`src/rtl/jk_cmd_sequencer.sv`:
```
// Command sequencer for a JK flip-flop: FIFO-queued {j,k} commands with repeat
// counts are played out as registered drive, with a shadow q model and a sticky mismatch check.
module jk_cmd_sequencer #(
  parameter int unsigned DEPTH = 4,
  parameter int unsigned CNT_W = 4
) (
  input  logic                     clk,
  input  logic                     reset,
  input  logic                     cmd_valid,
  output logic                     cmd_ready,
  input  logic [1:0]               cmd_op,
  input  logic [CNT_W-1:0]         cmd_count,
  output logic                     j,
  output logic                     k,
  input  logic                     q_in,
  output logic                     busy,
  output logic                     done,
  output logic [$clog2(DEPTH):0]   level,
  output logic                     err,
  input  logic                     err_clr,
  output logic [7:0]               err_cnt
);

  localparam int unsigned AW = $clog2(DEPTH);
  localparam logic [AW:0] FULL_LVL = (AW+1)'(DEPTH);

  typedef enum logic {S_IDLE, S_DRIVE} state_e;

  state_e           state_q, state_d;
  logic [1:0]       op_mem  [DEPTH];
  logic [CNT_W-1:0] cnt_mem [DEPTH];
  logic [AW:0]      wr_ptr_q, rd_ptr_q;
  logic [AW:0]      level_w;
  logic             push, pop, empty, full;
  logic [1:0]       head_op;
  logic [CNT_W-1:0] head_cnt, head_rem;

  logic             j_q, j_d, k_q, k_d, busy_q, busy_d, done_q, done_d;
  logic [CNT_W-1:0] rem_q, rem_d;
  logic             exp_q_q, exp_q_d;
  logic             err_q, err_d;
  logic [7:0]       err_cnt_q, err_cnt_d;

  assign level_w   = wr_ptr_q - rd_ptr_q;
  assign empty     = (level_w == '0);
  assign full      = (level_w == FULL_LVL);
  assign push      = cmd_valid && !full;
  assign head_op   = op_mem[rd_ptr_q[AW-1:0]];
  assign head_cnt  = cnt_mem[rd_ptr_q[AW-1:0]];
  // A count of 0 plays once, same as a count of 1.
  assign head_rem  = (head_cnt == '0) ? '0 : head_cnt - CNT_W'(1);

  always_ff @(posedge clk) begin
    if (push) begin
      op_mem[wr_ptr_q[AW-1:0]]  <= cmd_op;
      cnt_mem[wr_ptr_q[AW-1:0]] <= cmd_count;
    end
  end

  always_ff @(posedge clk or posedge reset) begin
    if (reset) begin
      state_q   <= S_IDLE;
      wr_ptr_q  <= '0;
      rd_ptr_q  <= '0;
      j_q       <= 1'b0;
      k_q       <= 1'b0;
      busy_q    <= 1'b0;
      done_q    <= 1'b0;
      rem_q     <= '0;
      exp_q_q   <= 1'b0;
      err_q     <= 1'b0;
      err_cnt_q <= '0;
    end else begin
      state_q   <= state_d;
      if (push) wr_ptr_q <= wr_ptr_q + 1'b1;
      if (pop)  rd_ptr_q <= rd_ptr_q + 1'b1;
      j_q       <= j_d;
      k_q       <= k_d;
      busy_q    <= busy_d;
      done_q    <= done_d;
      rem_q     <= rem_d;
      exp_q_q   <= exp_q_d;
      err_q     <= err_d;
      err_cnt_q <= err_cnt_d;
    end
  end

  always_comb begin
    state_d = state_q;
    case (state_q)
      S_IDLE:  if (!empty) state_d = S_DRIVE;
      S_DRIVE: if (rem_q == '0 && empty) state_d = S_IDLE;
      default: state_d = S_IDLE;
    endcase
  end

  always_comb begin
    j_d    = j_q;
    k_d    = k_q;
    busy_d = busy_q;
    rem_d  = rem_q;
    done_d = 1'b0;
    pop    = 1'b0;
    case (state_q)
      S_IDLE: begin
        j_d    = 1'b0;
        k_d    = 1'b0;
        busy_d = 1'b0;
        if (!empty) begin
          pop    = 1'b1;
          {j_d, k_d} = head_op;
          rem_d  = head_rem;
          busy_d = 1'b1;
        end
      end
      S_DRIVE: begin
        if (rem_q != '0) begin
          rem_d = rem_q - CNT_W'(1);
        end else begin
          done_d = 1'b1;
          // Chain straight into the next queued command so there is no idle gap.
          if (!empty) begin
            pop    = 1'b1;
            {j_d, k_d} = head_op;
            rem_d  = head_rem;
          end else begin
            j_d    = 1'b0;
            k_d    = 1'b0;
            busy_d = 1'b0;
          end
        end
      end
      default: ;
    endcase
  end

  always_comb begin
    case ({j_q, k_q})
      2'b00:   exp_q_d = exp_q_q;
      2'b01:   exp_q_d = 1'b0;
      2'b10:   exp_q_d = 1'b1;
      default: exp_q_d = ~exp_q_q;
    endcase
    err_d     = err_q;
    err_cnt_d = err_cnt_q;
    if (err_clr) begin
      err_d     = 1'b0;
      err_cnt_d = '0;
    end else if (q_in != exp_q_q) begin
      err_d = 1'b1;
      if (err_cnt_q != 8'hFF) err_cnt_d = err_cnt_q + 8'd1;
    end
  end

  assign cmd_ready = !full;
  assign level     = level_w;
  assign j         = j_q;
  assign k         = k_q;
  assign busy      = busy_q;
  assign done      = done_q;
  assign err       = err_q;
  assign err_cnt   = err_cnt_q;

endmodule

```
`config.mk`:
```
export PLATFORM = sky130hd
export DESIGN_NAME = jk_cmd_sequencer
export DESIGN_NICKNAME = d
export VERILOG_FILES = /design/src/rtl/jk_cmd_sequencer.sv
export SDC_FILE = /design/constraint.sdc
export NUM_CORES = 1
export LEC_CHECK = 0
export ABC_AREA = 0
export BUFFER_PORTS_ARGS = -buffer_cell sky130_fd_sc_hd__clkbuf_2
export CAP_MARGIN = 20
export CORE_AREA = 2 2 82 84
export CTS_BUF_LIST = sky130_fd_sc_hd__clkbuf_2
export DETAILED_ROUTE_END_ITERATION = 10
export DIE_AREA = 0 0 84 86
export GPL_ROUTABILITY_DRIVEN = 0
export PLACE_DENSITY = 0.53
export SETUP_SLACK_MARGIN = 0.02
export SLEW_MARGIN = 40
export SYNTH_ARGS = -nofsm -noshare
export SYNTH_HDL_FRONTEND = slang
export SYNTH_SLANG_ARGS = --single-unit
```
`constraint.sdc`:
```
create_clock -name clk -period 6 [get_ports clk]
set_clock_uncertainty 0.2 [all_clocks]
set_input_delay 0.9 -clock clk [delete_from_list [all_inputs] [get_ports clk]]
set_output_delay 0.9 -clock clk [all_outputs]
set_load 0.01 [all_outputs]
```
==> Flow_metrics.wiki, run 1 <==
{| class="wikitable"
! Metric !! Value
|-
| Core occupancy in the finished layout || 0.407
|-
| Slowest stage cell, crit path || dfrtp_1
|-
| Setup repair after global routing missed its margin || no
|-
| Initial cell density of the core || 0.365
|-
| Top flip-flop cell by instance count after synthesis || dfrtp_1
|-
| Setup_tns || 0 ns
|-
| Share of the synthesized netlist area taken by xor and xnor gates || 0.0486
|-
| Most frequently used cell type in the post-synthesis netlist || dfrtp_1
|-
| Switching power share of the total || 0.398
|-
| Buffer count from post-CTS setup fixing || 0
|-
| Share of cell area taken by muxes after synthesis || 0.0791
|-
| TritonCTS Buffers || 5
|-
| Required time worst endpoint || 4.90 ns
|-
| Die height || around 86 microns
|-
| Worst-Skew Late Latency || approximately 0.43 ns
|-
| Via count of the first global-routing pass || about 1400
|-
| Clock sink count || slightly below 50
|-
| CTS tree || done
|-
| Share of cells above drive strength 1 || 0.212
|-
| Post-synthesis share of cell area spent on and, or, nand and nor gates || 0.111
|-
| I/O Pins || 28
|-
| Global-route total usage across every layer || 0.113
|-
| Critical Path Start Type || flop
|-
| Maximum clock insertion buffer count || 2
|-
| Vias per cell || 4.86
|-
| Clock share of power || 0.113
|-
| Setup slack on the worst flop-to-flop path || roughly 3.1 ns
|-
| Library cell with the largest summed area after synthesis || edfxtp_1
|-
| Area fraction in compound gates after synthesis || 0.0775
|-
| Max frequency || around 300 MHz
|-
| Leakage power total || between 1 and 1.5 nW
|-
| Syn Nets || 194
|-
| Number of vias in the routed layout || roughly 1400
|-
| Setup CP Type || flop to primary output
|-
| Sequential share of the synthesized area || 0.587
|-
| Warnings from Yosys || 0
|-
| Routed wire length || about 4000 microns
|-
| Final critical-path share of the clock period || 0.547
|-
| Worst endpoint data arrival time || 2.18 ns
|-
| Power per unit of standard cell area || 496 nW/um^2
|-
| # port buffers || 27
|-
| Final hold vios || 0
|-
| Top cell family by delay on the critical path || adder cells
|-
| Post-CTS Hold Buffers || 0
|-
| Leading post-synthesis cells by cell area || edfxtp_1 (31%), dfrtp_1 (27%), ha_1 (5.5%), mux4_1 (4.6%), xnor2_1 (2.7%)
|-
| Synthesized instance count || 172
|-
| Adder-cell share of the synthesized area || 0.0633
|-
| First-iteration detailed-routing DRC count || 57
|-
| Post-synth top cells || dfrtp_1 (25), edfxtp_1 (24), inv_1 (13)
|-
| Max Slew Vio Count || 0
|-
| Kind of capture point of the worst setup path || primary output
|-
| Number of core rows || 29
|-
| Type of the most critical hold path || input port to async pin
|-
| Delay of the slowest critical-path stage || just under 0.6 ns
|-
| Initial antenna violation count || 0
|-
| Flops & latches, synth || roughly 50
|-
| Number of flops mapped to enable cells by yosys || 24
|-
| Fraction of power consumed by sequential logic || 0.427
|-
| Result of the run || finished clean
|-
| Combinational family with the most area after synthesis || simple AND/OR/NAND/NOR gates
|-
| Final-layout fill cell count || 594
|-
| Unique cell type count in the Yosys netlist || between 40 and 50
|-
| Share of the synthesized area in the top cell type || 0.314
|-
| Net count of the finished layout || between 200 and 250
|-
| Number of remaining DRC errors || 0
|-
| CTS Root Cell || clkbuf_2
|-
| Worst slew margin relative to its limit || 0.627
|-
| Detailed-router iteration count before antenna repair || 4
|-
| Post-cts sizing count || 0
|-
| Tightest Pin Transition || between 0.5 and 0.6 ns
|-
| Max capacitance violation total || 0
|-
| Setup violation total in the final timing report || 0
|-
| Post-synth ARST share || 0.510
|-
| Avg Inst Size Synth || about 13 sq um
|-
| Core area || approximately 6300 sq um
|-
| Routed wire per std cell || about 14 microns
|-
| Count of antenna diodes in the layout || 0
|-
| Die ar. || approximately 7200 sq um
|-
| Largest fanout on the critical path || 9
|-
| Switching power summed over all nets || 0.000505 W
|-
| Hpwl dp || between 2000 and 3000 microns
|-
| Area growth, synth to finish || 11.4%
|-
| Largest net degree at the start of global routing || 26
|-
| Clock edge transition at the registers on the reported setup and hold paths || 0.26 ns
|-
| Min Clock Period, post-route || around 3.3 ns
|-
| Post-synthesis instance area || about 2300 sq um
|-
| Cell-internal power || 0.000763 W
|-
| Remaining antenna violation count || 0
|-
| Clock H-tree levels || 2
|-
| Critical-path cell list || ha_1 -> fa_1 -> xor3_1 -> nand3_1 -> clkbuf_2
|-
| Total congestion overflow || 0
|-
| Bufs and invs on worst path || 1
|-
| Global-route wire length before repair || around 6500 microns
|-
| Die width || 84 microns
|-
| Combinational group share of total power || 0.460
|-
| VDD IR max || between 0.0002 and 0.00025 V
|}
worst reg2reg max path, stage by stage, from the launching register on:
cell	delay, ns
dfrtp_1	0.59
ha_1	0.27
fa_1	0.37
xor3_1	0.26
a31oi_1	0.49
and2_1	0.40
per-layer routing:
metal | part of all wire | global-route usage
met1 | 0.52 | 0.160
met2 | 0.44 | 0.169
met3 | 0.033 | 0.0289
met4 | 0.010 | 0.0425
met5 | 0 | 0
registers in the layout, summed over array words and instances, names as in the netlist, 3 cells and up:
signal	flops
rem_q	4
wr_ptr_q	3
err_cnt	8
cnt_mem	16
op_mem	8
rd_ptr_q	3
layout by cell type (no fill, tap or decap), drive strengths merged, types with 5 or more instances in the layout:
master / instances
nor2: 11
nand2: 6
inv: 14
mux4: 6
and2: 5
nand3: 7
xnor2: 7
edfxtp: 24
o21ai: 9
clkbuf: 32
ha: 10
dfrtp: 25
cells by family (layout without fill, tap and decap cells):
kind of cell    after synthesis  after routing
xor+xnor                     11             11
flops                        49             49
simple gates                 47             47
buf+inv                      18             49
mux                           9              9
fa+ha+maj                    11             11
compound gates               27             27
layout make-up:
cell class | count | area, sq um | area share
sequential | 49 | 1350 | 0.527
multi-input combinational | 105 | 871 | 0.341
timing repair buffer | 28 | 143 | 0.0558
tap | 77 | 96.3 | 0.0377
inverter | 13 | 48.8 | 0.0191
clock buffer | 5 | 25.0 | 0.00979
clock inverter | 3 | 25.0 | 0.00979
power by group through the flow:
| stage | Combinational, W | Sequential (W) | Clock (W) |
|---|---|---|---|
| after floorplan | 0.000457 | 0.000526 | 0 |
| after global placement | 0.000585 | 0.000551 | 0 |
| after detailed placement | 0.000595 | 0.000551 | 0 |
| after CTS | 0.000596 | 0.000543 | 0.000149 |
| after global routing | 0.000661 | 0.000558 | 0.000159 |
| final | 0.000584 | 0.000541 | 0.000143 |
metrics by stage:
step | instance area [sq um] | hold WS [ns] | total power [W] | setup slack [ns] | instances
global placement | 2500 | 0.279 | 0.00114 | 3.17 | 272
detailed placement | 2500 | 0.282 | 0.00115 | 3.13 | 272
floorplan | 2290 | 0.247 | 0.000983 | 3.43 | 172
finish | 2550 | 0.242 | 0.00127 | 2.72 | 280
global route | 2550 | 0.224 | 0.00138 | 2.53 | 280
CTS | 2550 | 0.240 | 0.00129 | 2.66 | 280
worst paths after layout:
kind,start,end,cells after the start
min in group clk,rd_ptr_q[2]$_DFFE_PP0P_,rd_ptr_q[2]$_DFFE_PP0P_,1
max in group asynchronous,reset,wr_ptr_q[2]$_DFFE_PP0P_,2
worst min-delay path,reset,err_cnt[4]$_DFFE_PP0P_,2
worst min register to register,rd_ptr_q[2]$_DFFE_PP0P_,rd_ptr_q[2]$_DFFE_PP0P_,1
worst max register to register,rd_ptr_q[0]$_DFFE_PP0P_,op_mem[3][1]$_DFFE_PP_,5
worst max-delay path,rd_ptr_q[0]$_DFFE_PP0P_,cmd_ready,5
Power figures use the tool's default switching activity.
==> run 2, diff against run 1 <==
==> constraint.sdc (replaced) <==
create_clock -name clk -period 3.35 [get_ports clk]
set_clock_uncertainty 0.2 [all_clocks]
set_input_delay 0.5025 -clock clk [delete_from_list [all_inputs] [get_ports clk]]
set_output_delay 0.5025 -clock clk [all_outputs]
set_load 0.01 [all_outputs]
==> Flow_metrics.wiki, run 2 (same netlist as run 1, synthesis figures left out) <==
{| class="wikitable"
! Metric !! Value
|-
| Result of the run || finished clean
|-
| Flip-flop count of the largest register after layout || 16 (unchanged)
|-
| Setup slack on the worst flop-to-flop path || 0.67 ns (-2.46 ns)
|-
| Die ar. || 7220 sq um (unchanged)
|-
| Crit path capture || cmd_ready
|-
| Reg2Reg Launch Point || rd_ptr_q[0]$_DFFE_PP0P_
|-
| Setup_tns || 0 ns (unchanged)
|-
| Remaining antenna violation count || 0 (unchanged)
|-
| Hold wc startpoint || cmd_count[0]
|-
| Worst endpoint data arrival time || 2.18 ns (about the same)
|-
| Slowest stage cell, crit path || dfrtp_1
|-
| CTS Root Cell || clkbuf_2
|-
| Tightest Pin Transition || 0.569 ns (+0.0116 ns)
|-
| Vias per cell || 4.90 (+0.75%)
|-
| Maximum clock insertion buffer count || 2 (unchanged)
|-
| I/O Pins || 28 (unchanged)
|-
| Leakage power total || 1.09 nW (+3.1%)
|-
| Type of the most critical hold path || input port to flop
|-
| CP Depth || 5 (unchanged)
|-
| Min Clock Period, post-route || between 2 and 3 ns
|-
| Net count of the finished layout || 226 (+0.89%)
|-
| Setup repair after global routing missed its margin || no
|-
| Global-route total usage across every layer || 0.125 (+0.0116)
|-
| Routed wire per std cell || 15.0 microns (+7.5%)
|-
| Commonest cells after routing, fill and taps aside || clkbuf_2 (32), dfrtp_1 (25), edfxtp_1 (24)
|-
| Power per unit of standard cell area || 931 nW/um^2 (+88%)
|-
| Area growth, synth to finish || 14.1%
|-
| Clock edge transition at the registers on the reported setup and hold paths || 0.26 ns (about the same)
|-
| Hpwl dp || 3130 microns (+8.5%)
|-
| Die height || 86 microns (unchanged)
|-
| Timing startpoint of the critical path || rd_ptr_q[0]$_DFFE_PP0P_
|-
| Clock H-tree levels || 2 (unchanged)
|-
| Count of antenna diodes in the layout || 0 (unchanged)
|-
| Core occupancy in the finished layout || 0.417 (+0.00977)
|-
| Area used by sequential logic in the layout || 1350 sq um (unchanged)
|-
| Clock sink count || 49 (unchanged)
|-
| # port buffers || 27 (unchanged)
|-
| Total congestion overflow || 0 (unchanged)
|-
| Setup violation total in the final timing report || 0 (unchanged)
|-
| Placement Cell Area || 2510 sq um (+0.30%)
|-
| Via count of the first global-routing pass || 1352 (-1.6%)
|-
| Hold path depth || 1
|-
| Final Power || 0.00244 W (+92%)
|-
| Required time worst endpoint || 2.65 ns (-2.25 ns)
|-
| Global-route wire length before repair || 6990 microns (+7.4%)
|-
| CTS tree || done
|-
| Largest net degree at the start of global routing || 26 (unchanged)
|-
| Largest fanout on the critical path || 9 (unchanged)
|-
| Detailed-router iteration count before antenna repair || 4 (unchanged)
|-
| Share of cells above drive strength 1 || 0.215 (+0.00281)
|-
| Final critical-path share of the clock period || 0.860
|-
| Number of remaining DRC errors || 0 (unchanged)
|-
| Setup CP Type || flop to primary output
|-
| Max Slew Vio Count || 0 (unchanged)
|-
| Number of core rows || 29 (unchanged)
|-
| Initial antenna violation count || 0 (unchanged)
|-
| Post-route cell area || 2620 sq um (+2.4%)
|-
| Worst slew margin relative to its limit || 0.619 (-0.00728)
|-
| VDD IR max || 0.000392 V (+83%)
|-
| Worst-Skew Late Latency || 0.43 ns (about the same)
|-
| Footprint of the multi-input gates || 871 sq um (unchanged)
|-
| Kind of capture point of the worst setup path || primary output
|-
| Initial cell density of the core || 0.365 (unchanged)
|-
| Post-cts sizing count || 0 (unchanged)
|-
| Max frequency || approximately 350 MHz
|-
| Routed wire length || 4220 microns (+8.3%)
|-
| Endpoint of the worst register-to-register path || cnt_mem[3][1]$_DFFE_PP_
|-
| Number of vias in the routed layout || 1382 (+1.5%)
|-
| Bufs and invs on worst path || 1 (unchanged)
|-
| Depth of the worst register-to-register path || 6 (+1)
|-
| Top cell family by delay on the critical path || adder cells
|-
| Critical Path Start Type || flop
|-
| Final-layout fill cell count || 588 (-1.0%)
|-
| Max capacitance violation total || 0 (unchanged)
|-
| Die width || 84 microns (unchanged)
|-
| First-iteration detailed-routing DRC count || 49 (-14%)
|-
| Final hold vios || 0 (unchanged)
|-
| Delay of the slowest critical-path stage || 0.59 ns (about the same)
|-
| Critical-path cell list || ha_1 -> fa_1 -> xor3_1 -> nand3_1 -> clkbuf_2
|-
| Core area || 6280 sq um (unchanged)
|-
| TritonCTS Buffers || 5 (unchanged)
|-
| Most common cell after layout, fill and taps aside || clkbuf_2
|}
==> run 2: cell types whose count changed in the layout (fill, tap and decap cells not counted) <==
cell and change:
buf_4 +1, bufinv_16 +2, clkinv_4 -1, clkinvlp_4 -1, dlygate4sd3_1 +1
==> run 2: timing repair <==
item,in CTS,in global routing
hold buffers,1,0
setup buffers,0,0
hold endpoints to repair,25,0
==> run 2: per-layer routing <==
| layer | up-vias | share of wire | GRT usage |
|---|---|---|---|
| met3 | 6 | 0.036 | 0.0318 |
| met2 | 24 | 0.46 | 0.185 |
| li1 | 690 | - | - |
| met1 | 662 | 0.49 | 0.176 |
| met5 | - | 0 | 0 |
| met4 | 0 | 0.011 | 0.0513 |
==> run 2: cell type report <==
| cell class | count | area share |
|---|---|---|
| clock buffer | 5 | 0.00956 |
| inverter | 13 | 0.0187 |
| sequential | 49 | 0.515 |
| tap | 77 | 0.0368 |
| clock inverter | 3 | 0.0263 |
| multi-input combinational | 105 | 0.333 |
| timing repair buffer | 30 | 0.0612 |
==> run 2: worst min path at each step <==
stage / endpoint / slack (ns)
after global placement: rd_ptr_q[2]$_DFFE_PP0P_ / 0.28
after global routing: cnt_mem[3][3]$_DFFE_PP_ / 0.03
after CTS: cnt_mem[3][0]$_DFFE_PP_ / 0.05
final: cnt_mem[3][0]$_DFFE_PP_ / 0.07
after floorplan: rd_ptr_q[2]$_DFFE_PP0P_ / 0.25
after detailed placement: rd_ptr_q[2]$_DFFE_PP0P_ / 0.29
==> run 2: where the power goes <==
| part | internal, W | leakage (nW) | switching, W |
|---|---|---|---|
| logic | 0.000495 | 0.507 | 0.000563 |
| registers | 0.000827 | 0.531 | 0.000146 |
| clock network | 0.000204 | 0.0536 | 0.000201 |
| total | 0.00153 | 1.09 | 0.000910 |
==> run 2: stage by stage <==
| step | instances | worst slack [ns] | hold WS, ns |
|---|---|---|---|
| final | 282 | 0.468 | 0.0708 |
| after global routing | 282 | 0.338 | 0.0257 |
| after CTS | 282 | 0.447 | 0.0486 |
| after detailed placement | 273 | 0.719 | 0.285 |
| after global placement | 273 | 0.731 | 0.278 |
| after floorplan | 172 | 0.841 | 0.247 |
==> run 3, diff against run 2 <==
--- a/config.mk
+++ b/config.mk
@@ -8,12 +8,15 @@
 export ABC_AREA = 0
 export BUFFER_PORTS_ARGS = -buffer_cell sky130_fd_sc_hd__clkbuf_2
 export CAP_MARGIN = 20
+export CELL_PAD_IN_SITES_DETAIL_PLACEMENT = 0
+export CELL_PAD_IN_SITES_GLOBAL_PLACEMENT = 1
 export CORE_AREA = 2 2 82 84
 export CTS_BUF_LIST = sky130_fd_sc_hd__clkbuf_2
 export DETAILED_ROUTE_END_ITERATION = 10
 export DIE_AREA = 0 0 84 86
 export GPL_ROUTABILITY_DRIVEN = 0
-export PLACE_DENSITY = 0.53
+export PLACE_DENSITY = 0.62
+export RECOVER_POWER = 100
 export SETUP_SLACK_MARGIN = 0.02
 export SLEW_MARGIN = 40
 export SYNTH_ARGS = -nofsm -noshare
==> Flow_metrics.wiki, run 3 (same netlist as run 1, synthesis figures left out) <==
{| class="wikitable"
! Metric !! Value
|-
| Result of the run || finished clean
|-
| Number of remaining DRC errors || 0 (unchanged)
|-
| Setup CP Type || flop to flop
|-
| Final hold vios || 0 (unchanged)
|-
| Clock sink count || 49 (unchanged)
|-
| Net count of the finished layout || 225 (-0.44%)
|-
| Vias per cell || 5.09 (+3.8%)
|-
| Worst Hold End || op_mem[3][0]$_DFFE_PP_
|-
| Core area || 6280 sq um (unchanged)
|-
| Type of the most critical hold path || input port to flop
|-
| Largest fanout on the critical path || 9 (unchanged)
|-
| Depth of the worst register-to-register path || 5 (-1)
|-
| Total congestion overflow || 0 (unchanged)
|-
| Delay of the slowest critical-path stage || 0.61 ns (+0.02 ns)
|-
| Hpwl dp || 3350 microns (+7.0%)
|-
| Setup slack on the worst flop-to-flop path || 0.30 ns (-0.37 ns)
|-
| CTS Root Cell || clkbuf_2
|-
| Footprint of the multi-input gates || 871 sq um (unchanged)
|-
| First-iteration detailed-routing DRC count || 59 (+20%)
|-
| Min Clock Period, post-route || 3.05 ns (+0.172 ns)
|-
| Count of antenna diodes in the layout || 0 (unchanged)
|-
| Post-CTS Hold Buffers || 1 (unchanged)
|-
| CTS tree || done
|-
| Share of cells above drive strength 1 || 0.0882 (-0.126)
|-
| Clock H-tree levels || 2 (unchanged)
|-
| Flip-flop count of the largest register after layout || 16 (unchanged)
|-
| Kind of capture point of the worst setup path || flop
|-
| Buffer count from post-CTS setup fixing || 0 (unchanged)
|-
| Worst endpoint data arrival time || 3.01 ns (+0.83 ns)
|-
| Hold path depth || 1 (unchanged)
|-
| I/O Pins || 28 (unchanged)
|-
| Maximum clock insertion buffer count || 2 (unchanged)
|-
| Max capacitance violation total || 0 (unchanged)
|-
| Initial antenna violation count || 0 (unchanged)
|-
| Area growth, synth to finish || 10.7%
|-
| Largest net degree at the start of global routing || 26 (unchanged)
|-
| Post-cts sizing count || 0 (unchanged)
|-
| Endpoint of the worst register-to-register path || op_mem[0][1]$_DFFE_PP_
|-
| Worst hold margin || 0.123 ns (+0.0520 ns)
|-
| Core occupancy in the finished layout || 0.405 (-0.0122)
|-
| Final critical-path share of the clock period || 0.912 (+0.0514)
|-
| Number of core rows || 29 (unchanged)
|-
| Setup violation total in the final timing report || 0 (unchanged)
|-
| Leakage power total || 0.994 nW (-9.0%)
|-
| Detailed-router iteration count before antenna repair || 4 (unchanged)
|-
| Slowest stage cell, crit path || dfrtp_1
|-
| Critical-path cell list || ha_1 -> fa_1 -> xor3_1 -> a31oi_1 -> and2_0
|-
| Number of vias in the routed layout || 1429 (+3.4%)
|-
| Required time worst endpoint || 3.30 ns (+0.65 ns)
|-
| Worst slew margin relative to its limit || 0.363 (-0.256)
|-
| Critical Path Start Type || flop
|-
| Area used by sequential logic in the layout || 1350 sq um (unchanged)
|-
| # port buffers || 27 (unchanged)
|-
| Die height || 86 microns (unchanged)
|-
| Routed wire per std cell || 16.0 microns (+6.7%)
|-
| Final-layout fill cell count || 600 (+2.0%)
|-
| Worst-Skew Late Latency || 0.44 ns (about the same)
|-
| VDD IR max || 0.000332 V (-15%)
|-
| Commonest cells after routing, fill and taps aside || dfrtp_1 (25), edfxtp_1 (24), clkbuf_1 (23)
|-
| Reg2Reg Launch Point || rd_ptr_q[0]$_DFFE_PP0P_
|-
| Hold wc startpoint || cmd_op[0]
|-
| Tightest Pin Transition || 0.954 ns (+0.385 ns)
|-
| Via count of the first global-routing pass || 1444 (+6.8%)
|-
| Initial cell density of the core || 0.365 (unchanged)
|-
| Power per unit of standard cell area || 907 nW/um^2 (-2.5%)
|-
| Final Power || 0.00230 W (-5.4%)
|-
| Global-route total usage across every layer || 0.131 (+0.00644)
|-
| Global-route wire length before repair || 7390 microns (+5.7%)
|-
| Setup_tns || 0 ns (unchanged)
|-
| Max frequency || 327 MHz (-5.6%)
|-
| Die ar. || 7220 sq um (unchanged)
|-
| Clock edge transition at the registers on the reported setup and hold paths || 0.29 ns (+0.03 ns)
|-
| Max Slew Vio Count || 0 (unchanged)
|-
| Die width || 84 microns (unchanged)
|-
| Routed wire length || 4490 microns (+6.3%)
|-
| Remaining antenna violation count || 0 (unchanged)
|-
| Setup repair after global routing missed its margin || no
|-
| Most common cell after layout, fill and taps aside || dfrtp_1
|-
| TritonCTS Buffers || 5 (unchanged)
|}
==> run 3: changes by cell type in the layout (fill, tap and decap cells not counted), moves of 2 or more <==
cell,delta
and2_0,+3
and2_1,-3
bufinv_16,-2
clkbuf_1,+23
clkbuf_2,-23
==> run 3: per-stage QoR <==
stage / setup WS (ns) / std cells / cell area (sq um)
floorplan: 0.841 / 172 / 2290
CTS: 0.334 / 281 / 2570
finish: 0.296 / 281 / 2540
global route: 0.0898 / 281 / 2540
detailed placement: 0.365 / 272 / 2500
global placement: 0.516 / 272 / 2500
==> run 3: layout make-up <==
class,count,share of cell area
Tap cell,77,0.0379
Multi-Input combinational cell,105,0.343
Sequential cell,49,0.530
Clock buffer,5,0.00985
Timing Repair Buffer,29,0.0488
Clock inverter,3,0.0113
Inverter,13,0.0192
==> run 3: worst max-delay path: cells and delay by family, from the launching register on <==
| family | cells | cell delay [ns] |
|---|---|---|
| AOI/OAI and AO/OA | 1 | 0.56 |
| xor gates and xnor gates | 1 | 0.28 |
| and+or+nand+nor | 1 | 0.47 |
| DFF | 1 | 0.61 |
| adders and majority gates | 2 | 0.66 |
==> run 3: how the worst max path moves through the flow <==
stage	endpoint	from	slack (ns)
2_1_floorplan	cnt_mem[3][0]$_DFFE_PP_	wr_ptr_q[0]$_DFFE_PP0P_	0.84
3_3_place_gp	cnt_mem[3][1]$_DFFE_PP_	rd_ptr_q[0]$_DFFE_PP0P_	0.52
3_5_place_dp	cnt_mem[3][3]$_DFFE_PP_	rd_ptr_q[0]$_DFFE_PP0P_	0.36
4_1_cts	cmd_ready	rd_ptr_q[0]$_DFFE_PP0P_	0.33
5_1_grt	cnt_mem[0][1]$_DFFE_PP_	rd_ptr_q[0]$_DFFE_PP0P_	0.09
6_report	op_mem[0][1]$_DFFE_PP_	rd_ptr_q[0]$_DFFE_PP0P_	0.30
==> run 3: routing by layer <==
layer	vias up	routed length, microns	part of all wire	global-route usage
met5	-	0	0	0
met4	0	57	0.013	0.0455
met3	6	209	0.047	0.0327
met2	39	2210	0.49	0.215
met1	695	2010	0.45	0.172
li1	689	-	-	-
==> run 3: where the power goes <==
part	total [W]	switching (W)	internal, W
logic	0.00105	0.000592	0.000458
clock network	0.000280	0.000218	0.0000624
registers	0.000975	0.000148	0.000827
total	0.00230	0.000958	0.00135
